===== config.mk =====
export PLATFORM = sky130hd
export DESIGN_NAME = multicycle_control_fsm
export DESIGN_NICKNAME = d
export VERILOG_FILES = /design/src/rtl/mips_ctrl_pkg.sv /design/src/rtl/ctrl_output_decode.sv /design/src/rtl/multicycle_control_fsm.sv
export SDC_FILE = /design/constraint.sdc
export NUM_CORES = 1
export LEC_CHECK = 0
export CAP_MARGIN = 20
export CORE_ASPECT_RATIO = 0.75
export CORE_MARGIN = 10
export CORE_UTILIZATION = 45
export DETAILED_ROUTE_END_ITERATION = 16
export PLACE_DENSITY = 0.76
export SETUP_SLACK_MARGIN = 0.1
export SYNTH_ARGS = -nofsm -noshare
export SYNTH_HDL_FRONTEND = slang
export SYNTH_SLANG_ARGS = --single-unit

===== constraint.sdc =====
create_clock -name clk -period 3.1 [get_ports clk]
set_input_delay 0.31 -clock clk [delete_from_list [all_inputs] [get_ports clk]]
set_output_delay 0.31 -clock clk [all_outputs]
set_load 0.01 [all_outputs]

===== src/rtl/mips_ctrl_pkg.sv =====
// rtl/mips_ctrl_pkg.sv - shared encodings for the multicycle MIPS controller
package mips_ctrl_pkg;

   typedef enum logic [3:0] {
      ST_RESET    = 4'd0,
      ST_FETCH    = 4'd1,
      ST_DECODE   = 4'd2,
      ST_EXEC_R   = 4'd3,
      ST_WB_R     = 4'd4,
      ST_EXEC_I   = 4'd5,
      ST_WB_I     = 4'd6,
      ST_MEM_ADDR = 4'd7,
      ST_MEM_ACC  = 4'd8,
      ST_WB_MEM   = 4'd9,
      ST_BRANCH   = 4'd10,
      ST_JAL      = 4'd11,
      ST_JR       = 4'd12
   } state_t;

   localparam logic [5:0] OP_RTYPE = 6'b000000;
   localparam logic [5:0] OP_LW    = 6'b100011;
   localparam logic [5:0] OP_SW    = 6'b101011;
   localparam logic [5:0] OP_ADDI  = 6'b001000;
   localparam logic [5:0] OP_ANDI  = 6'b001100;
   localparam logic [5:0] OP_BEQ   = 6'b000100;
   localparam logic [5:0] OP_JAL   = 6'b000011;

   localparam logic [5:0] FN_ADD = 6'b100000;
   localparam logic [5:0] FN_SLL = 6'b000000;
   localparam logic [5:0] FN_AND = 6'b100100;
   localparam logic [5:0] FN_NOR = 6'b100111;
   localparam logic [5:0] FN_SLT = 6'b101010;
   localparam logic [5:0] FN_JR  = 6'b001000;

   localparam logic [3:0] ALU_AND  = 4'b0000;
   localparam logic [3:0] ALU_ANDI = 4'b0001;
   localparam logic [3:0] ALU_ADD  = 4'b0010;
   localparam logic [3:0] ALU_ADDI = 4'b0011;
   localparam logic [3:0] ALU_SLL  = 4'b0100;
   localparam logic [3:0] ALU_SLT  = 4'b0111;
   localparam logic [3:0] ALU_LW   = 4'b1000;
   localparam logic [3:0] ALU_SW   = 4'b1001;
   localparam logic [3:0] ALU_BEQ  = 4'b1010;
   localparam logic [3:0] ALU_JAL  = 4'b1011;
   localparam logic [3:0] ALU_NOR  = 4'b1100;
   localparam logic [3:0] ALU_JR   = 4'b1111;

   localparam logic [1:0] PC_SRC_ALU    = 2'd0;
   localparam logic [1:0] PC_SRC_ALUOUT = 2'd1;
   localparam logic [1:0] PC_SRC_JUMP   = 2'd2;
   localparam logic [1:0] PC_SRC_RS     = 2'd3;

   localparam logic [1:0] SRCB_REGB    = 2'd0;
   localparam logic [1:0] SRCB_FOUR    = 2'd1;
   localparam logic [1:0] SRCB_IMM     = 2'd2;
   localparam logic [1:0] SRCB_IMM_SH2 = 2'd3;

   localparam logic [1:0] REGDST_RT = 2'd0;
   localparam logic [1:0] REGDST_RD = 2'd1;
   localparam logic [1:0] REGDST_RA = 2'd2;

   localparam logic [1:0] M2R_ALUOUT = 2'd0;
   localparam logic [1:0] M2R_MDR    = 2'd1;
   localparam logic [1:0] M2R_PC     = 2'd2;

   typedef struct packed {
      logic       pc_write;
      logic [1:0] pc_src;
      logic       ir_write;
      logic       mem_req;
      logic       mem_we;
      logic       iord;
      logic       alu_src_a;
      logic [1:0] alu_src_b;
      logic [3:0] alu_ctrl;
      logic       reg_write;
      logic [1:0] reg_dst;
      logic [1:0] mem_to_reg;
   } ctrl_t;

   typedef struct packed {
      logic       legal;
      logic [3:0] op;
   } r_op_t;

   function automatic logic opcode_legal(input logic [5:0] opcode);
      case (opcode)
         OP_RTYPE, OP_LW, OP_SW, OP_ADDI, OP_ANDI, OP_BEQ, OP_JAL: return 1'b1;
         default:                                                  return 1'b0;
      endcase
   endfunction

   function automatic r_op_t r_alu_op(input logic [5:0] funct);
      case (funct)
         FN_ADD:  return '{legal: 1'b1, op: ALU_ADD};
         FN_SLL:  return '{legal: 1'b1, op: ALU_SLL};
         FN_AND:  return '{legal: 1'b1, op: ALU_AND};
         FN_NOR:  return '{legal: 1'b1, op: ALU_NOR};
         FN_SLT:  return '{legal: 1'b1, op: ALU_SLT};
         default: return '{legal: 1'b0, op: ALU_JR};
      endcase
   endfunction

endpackage


===== src/rtl/ctrl_output_decode.sv =====
// rtl/ctrl_output_decode.sv - combinational control-word decode from state and IR fields
module ctrl_output_decode
   import mips_ctrl_pkg::*;
(
   input  state_t     state_i,
   input  logic [5:0] opcode_i,
   input  logic [5:0] funct_i,
   input  logic       alu_zero_i,
   input  logic       mem_ready_i,
   input  logic       req_drop_i,
   output ctrl_t      ctrl_o,
   output logic       illegal_now_o
);

   r_op_t r_op;

   always_comb begin
      ctrl_o        = '0;
      illegal_now_o = 1'b0;
      r_op          = r_alu_op(funct_i);

      case (state_i)
         ST_FETCH: begin
            // req_drop_i marks the single idle cycle that follows a bus timeout
            ctrl_o.mem_req   = ~req_drop_i;
            ctrl_o.alu_src_b = SRCB_FOUR;
            ctrl_o.alu_ctrl  = ALU_ADD;
            if (mem_ready_i && !req_drop_i) begin
               ctrl_o.ir_write = 1'b1;
               ctrl_o.pc_write = 1'b1;
               ctrl_o.pc_src   = PC_SRC_ALU;
            end
         end
         ST_DECODE: begin
            ctrl_o.alu_src_b = SRCB_IMM_SH2;
            ctrl_o.alu_ctrl  = ALU_ADD;
            illegal_now_o    = ~opcode_legal(opcode_i);
         end
         ST_EXEC_R: begin
            ctrl_o.alu_src_a = 1'b1;
            ctrl_o.alu_src_b = SRCB_REGB;
            ctrl_o.alu_ctrl  = r_op.op;
            illegal_now_o    = ~r_op.legal;
         end
         ST_WB_R: begin
            ctrl_o.reg_write  = r_op.legal;
            ctrl_o.reg_dst    = REGDST_RD;
            ctrl_o.mem_to_reg = M2R_ALUOUT;
         end
         ST_EXEC_I: begin
            ctrl_o.alu_src_a = 1'b1;
            ctrl_o.alu_src_b = SRCB_IMM;
            ctrl_o.alu_ctrl  = (opcode_i == OP_ANDI) ? ALU_ANDI : ALU_ADDI;
         end
         ST_WB_I: begin
            ctrl_o.reg_write  = 1'b1;
            ctrl_o.reg_dst    = REGDST_RT;
            ctrl_o.mem_to_reg = M2R_ALUOUT;
         end
         ST_MEM_ADDR: begin
            ctrl_o.alu_src_a = 1'b1;
            ctrl_o.alu_src_b = SRCB_IMM;
            ctrl_o.alu_ctrl  = (opcode_i == OP_SW) ? ALU_SW : ALU_LW;
         end
         ST_MEM_ACC: begin
            ctrl_o.mem_req = 1'b1;
            ctrl_o.iord    = 1'b1;
            ctrl_o.mem_we  = (opcode_i == OP_SW);
         end
         ST_WB_MEM: begin
            ctrl_o.reg_write  = 1'b1;
            ctrl_o.reg_dst    = REGDST_RT;
            ctrl_o.mem_to_reg = M2R_MDR;
         end
         ST_BRANCH: begin
            ctrl_o.alu_src_a = 1'b1;
            ctrl_o.alu_src_b = SRCB_REGB;
            ctrl_o.alu_ctrl  = ALU_BEQ;
            ctrl_o.pc_src    = PC_SRC_ALUOUT;
            ctrl_o.pc_write  = alu_zero_i;
         end
         ST_JAL: begin
            // PC already holds PC+4 from FETCH, so it is the link value
            ctrl_o.alu_ctrl   = ALU_JAL;
            ctrl_o.pc_src     = PC_SRC_JUMP;
            ctrl_o.pc_write   = 1'b1;
            ctrl_o.reg_write  = 1'b1;
            ctrl_o.reg_dst    = REGDST_RA;
            ctrl_o.mem_to_reg = M2R_PC;
         end
         ST_JR: begin
            ctrl_o.alu_ctrl = ALU_JR;
            ctrl_o.pc_src   = PC_SRC_RS;
            ctrl_o.pc_write = 1'b1;
         end
         default: begin
            ctrl_o = '0;
         end
      endcase
   end

endmodule


===== src/rtl/multicycle_control_fsm.sv =====
// rtl/multicycle_control_fsm.sv - multicycle MIPS control FSM with memory-handshake timeout
module multicycle_control_fsm
   import mips_ctrl_pkg::*;
#(
   parameter int ALU_W       = 4,
   parameter int MEM_TIMEOUT = 15
) (
   input  logic             clk,
   input  logic             rst_n,
   input  logic [5:0]       opcode,
   input  logic [5:0]       funct,
   input  logic             alu_zero,
   input  logic             mem_ready,
   output logic             pc_write,
   output logic [1:0]       pc_src,
   output logic             ir_write,
   output logic             mem_req,
   output logic             mem_we,
   output logic             iord,
   output logic             alu_src_a,
   output logic [1:0]       alu_src_b,
   output logic [ALU_W-1:0] alu_ctrl,
   output logic             reg_write,
   output logic [1:0]       reg_dst,
   output logic [1:0]       mem_to_reg,
   output logic             illegal,
   output logic             bus_err,
   output logic [3:0]       state_o
);

   localparam int CNT_W = (MEM_TIMEOUT < 2) ? 1 : $clog2(MEM_TIMEOUT + 1);
   localparam logic [CNT_W-1:0] CNT_LAST = (MEM_TIMEOUT == 0) ? '0 : CNT_W'(MEM_TIMEOUT - 1);

   state_t           state_q, state_d;
   logic [CNT_W-1:0] cnt_q, cnt_d;
   logic             drop_q, drop_d;
   logic             illegal_q, illegal_d;
   logic             bus_err_q, bus_err_d;
   logic             waiting;
   logic             timeout_hit;
   logic             illegal_now;
   ctrl_t            ctrl;

   always_ff @(posedge clk) begin
      if (!rst_n) begin
         state_q   <= ST_RESET;
         cnt_q     <= '0;
         drop_q    <= 1'b0;
         illegal_q <= 1'b0;
         bus_err_q <= 1'b0;
      end else begin
         state_q   <= state_d;
         cnt_q     <= cnt_d;
         drop_q    <= drop_d;
         illegal_q <= illegal_d;
         bus_err_q <= bus_err_d;
      end
   end

   // A cycle counts toward the timeout only while a request is actually outstanding
   always_comb begin
      waiting     = ((state_q == ST_FETCH && !drop_q) || state_q == ST_MEM_ACC) && !mem_ready;
      timeout_hit = (MEM_TIMEOUT != 0) && waiting && (cnt_q == CNT_LAST);
   end

   always_comb begin
      state_d = state_q;
      case (state_q)
         ST_RESET: state_d = ST_FETCH;
         ST_FETCH: begin
            if (timeout_hit)
               state_d = ST_FETCH;
            else if (mem_ready && !drop_q)
               state_d = ST_DECODE;
         end
         ST_DECODE: begin
            case (opcode)
               OP_RTYPE:       state_d = (funct == FN_JR) ? ST_JR : ST_EXEC_R;
               OP_LW, OP_SW:   state_d = ST_MEM_ADDR;
               OP_ADDI, OP_ANDI: state_d = ST_EXEC_I;
               OP_BEQ:         state_d = ST_BRANCH;
               OP_JAL:         state_d = ST_JAL;
               default:        state_d = ST_FETCH;
            endcase
         end
         ST_EXEC_R:   state_d = ST_WB_R;
         ST_EXEC_I:   state_d = ST_WB_I;
         ST_MEM_ADDR: state_d = ST_MEM_ACC;
         ST_MEM_ACC: begin
            if (timeout_hit)
               state_d = ST_FETCH;
            else if (mem_ready)
               state_d = (opcode == OP_SW) ? ST_FETCH : ST_WB_MEM;
         end
         ST_WB_R, ST_WB_I, ST_WB_MEM, ST_BRANCH, ST_JAL, ST_JR: state_d = ST_FETCH;
         default:     state_d = ST_RESET;
      endcase
   end

   always_comb begin
      cnt_d = cnt_q;
      if (timeout_hit || state_d != state_q)
         cnt_d = '0;
      else if (waiting && cnt_q != {CNT_W{1'b1}})
         cnt_d = cnt_q + 1'b1;
      drop_d    = timeout_hit;
      illegal_d = illegal_q | illegal_now;
      bus_err_d = bus_err_q | timeout_hit;
   end

   ctrl_output_decode u_decode (
      .state_i       (state_q),
      .opcode_i      (opcode),
      .funct_i       (funct),
      .alu_zero_i    (alu_zero),
      .mem_ready_i   (mem_ready),
      .req_drop_i    (drop_q),
      .ctrl_o        (ctrl),
      .illegal_now_o (illegal_now)
   );

   always_comb begin
      pc_write   = ctrl.pc_write;
      pc_src     = ctrl.pc_src;
      ir_write   = ctrl.ir_write;
      mem_req    = ctrl.mem_req;
      mem_we     = ctrl.mem_we;
      iord       = ctrl.iord;
      alu_src_a  = ctrl.alu_src_a;
      alu_src_b  = ctrl.alu_src_b;
      alu_ctrl   = ALU_W'(ctrl.alu_ctrl);
      reg_write  = ctrl.reg_write;
      reg_dst    = ctrl.reg_dst;
      mem_to_reg = ctrl.mem_to_reg;
      illegal    = illegal_q | illegal_now;
      bus_err    = bus_err_q;
      state_o    = state_q;
   end

endmodule


==> metrics.csv <==
metric,value,unit
wl_per_cell,16.41,µm
n_antenna_cell,0,
core,2623,µm²
clockBufferDepth,2,
row_count,16,
via_count,1481,
grt_pass1_vias,1328,
rsz0062_at_grt,no,
drt_iter0_drc,118,
tritoncts,done,
grt_pass1_wl,6693,µm
avgSynthCellArea,6.693,µm²
reg2reg_to,cnt_q[1],
synth_edf_count,0,
dp_slack,283.7,ps
dieArea,5292,µm²
period_share,91.26,%
numCtsBuffers,3,
synthesis.area,1245,µm²
fin_skew,4.439,ps
insertion_delay,240,ps
max-cap-violations,0,
antenna_found_initial,0,
pin_count,41,
r2r-start,state_o[0],
synth-seq-cells,11,
synth-main-ff-cell,dfxtp_1,
setup_tns,0,ps
multiInputGateArea,942.2,µm²
setup_ws,271.1,ps
gr-usage-all-layers,15.19,%
dr.pass1.iters,4,
clk_pin_slew,50,ps
startpoint,opcode[1],
yosys.area_share.simple,39.20,%
drive_above_1_share,6.818,%
fmax,353.5,MHz
holdCritStartpoint,bus_err,
synth_top_family_by_area,simple AND/OR/NAND/NOR gates,
min_path_type,reg2reg,
hpwl,3226,µm
fillCellCount,245,
antenna_left,0,
synthXorXnorAreaFrac,2.814,%
final.min_clock_period,2829,ps
synth_fa_ha_area_share,2.010,%
grt_overflow,0,
crit_required,2790,ps
dp.cells,252,
initial_core_util,47.47,%
tightestPinTransition,875.6,ps
syn_inst,186,
status,"complete, no violations",
r2r_cells,5,
slew_viol_final,0,
synthArstFlopShare,0,%
wl,4201,µm
htree_levels,1,
synth_mux_area_share,0,%
die_y,65.55,µm
routabilityCongestion,0.8642,
hold_path_depth,1,
final_util,65.17,%
rrSetupSlack,850,ps
grt_max_degree,29,
critical_path_arrival,2520,ps
via_per_inst,5.785,
cts.root.buffer_cell,clkbuf_8,
die_w,80.74,µm
worstSetupPathType,in2out,
path_max_fanout,7,
p_leak,0.0005966,µW
max_slew_margin,41.55,%
ys_warn_count,0,
layout_commonest_cell,clkdlybuf4s50_1,
yosysUniqueCellTypes,51,
final_hold_viol_count,0,
regArea,220.2,µm²
drc_errors,0,
nets,239,
clock_sinks,11,
synth_compound_area_share,31.16,%
syn_nets,204,
hold_end,bus_err,
finalNonFillerCells,256,
endpoint_kind,primary output,
critPathLaunchType,input pin,
final_cell_mix,"clkdlybuf4s50_1, nor2_1, nand2_1, o21ai_0, dfxtp_1",
area_delta_synth_final,37.29,%
ys_seq_area_share,17.69,%
setup_viol,0,
power_density,271.9,nW/µm²
ctsHoldBuffers,0,
ir_worst_vdd,315.2,µV
io_buffers,40,
cells in the mapped netlist (all sizes together), types with 5 or more instances:
master,n,area share (%)
inv,9,2.7
o21ai,17,7.1
nand2,16,4.8
nor2b,5,2.5
nor2,21,6.3
dfxtp,11,18
a21oi,11,4.7
nand3,5,2.0
nor3,9,3.6
nand2b,9,4.5
clkbuf,9,2.7
critical path, stage by stage:
cell	delay [ps]
clkdlybuf4s50_1	500
or3b_2	540
o41ai_1	270
a221oi_1	140
a211o_1	280
clkdlybuf4s50_1	480
area by class of cell:
class / instances / area share, %
timing repair buffer: 43 / 24.74
sequential: 11 / 12.88
clock buffer: 4 / 2.635
inverter: 9 / 1.977
multi-input combinational: 153 / 55.12
tap: 36 / 2.635
what timing repair did:
| action | in CTS | in global routing |
|---|---|---|
| buffers inserted | 0 | 0 |
| setup endpoints to repair | 0 | 1 |
| gates resized for setup | 0 | 1 |
worst max path at each step:
stage | to | slack [ps]
2_1_floorplan | reg_write | 1220
3_3_place_gp | alu_ctrl[1] | 310
3_5_place_dp | alu_ctrl[1] | 280
4_1_cts | alu_ctrl[1] | 280
5_1_grt | alu_ctrl[1] | 140
6_report | alu_ctrl[1] | 270
power by group:
part	switching, µW	internal, µW
Combinational	81.6	74.9
Clock	58.8	90.7
Sequential	13.5	145
flip-flops by register name, indices dropped and copies added (netlist names):
| signal | cells |
|---|---|
| drop_q | 1 |
| cnt_q | 4 |
| state_o | 4 |
| bus_err | 1 |
| illegal_q | 1 |
cell families after synthesis:
group / count (synthesis)
and+or+nand+nor: 91
AOI/OAI and AO/OA: 56
buffers and inverters: 22
DFF: 11
xor gates and xnor gates: 4
adders and majority gates: 2
metrics by stage:
stage	area [µm²]	hold slack (ps)	total power, µW
2_1_floorplan	1245	427.5	239.8
3_3_place_gp	1658	457.2	312.0
3_5_place_dp	1658	455.8	315.7
4_1_cts	1703	473.6	466.7
5_1_grt	1709	515.1	489.2
6_report	1709	470.8	464.8
per-layer routing:
layer,wire length (µm),track usage (%),part of all wire (%),up-vias
met5,0,0,0,-
met4,11,2.802,0.26,0
met3,285,4.212,6.8,2
met2,1947,23.31,46,45
met1,1956,20.69,47,688
li1,-,-,-,746
Note: power is estimated with default switching activity, not from simulation.
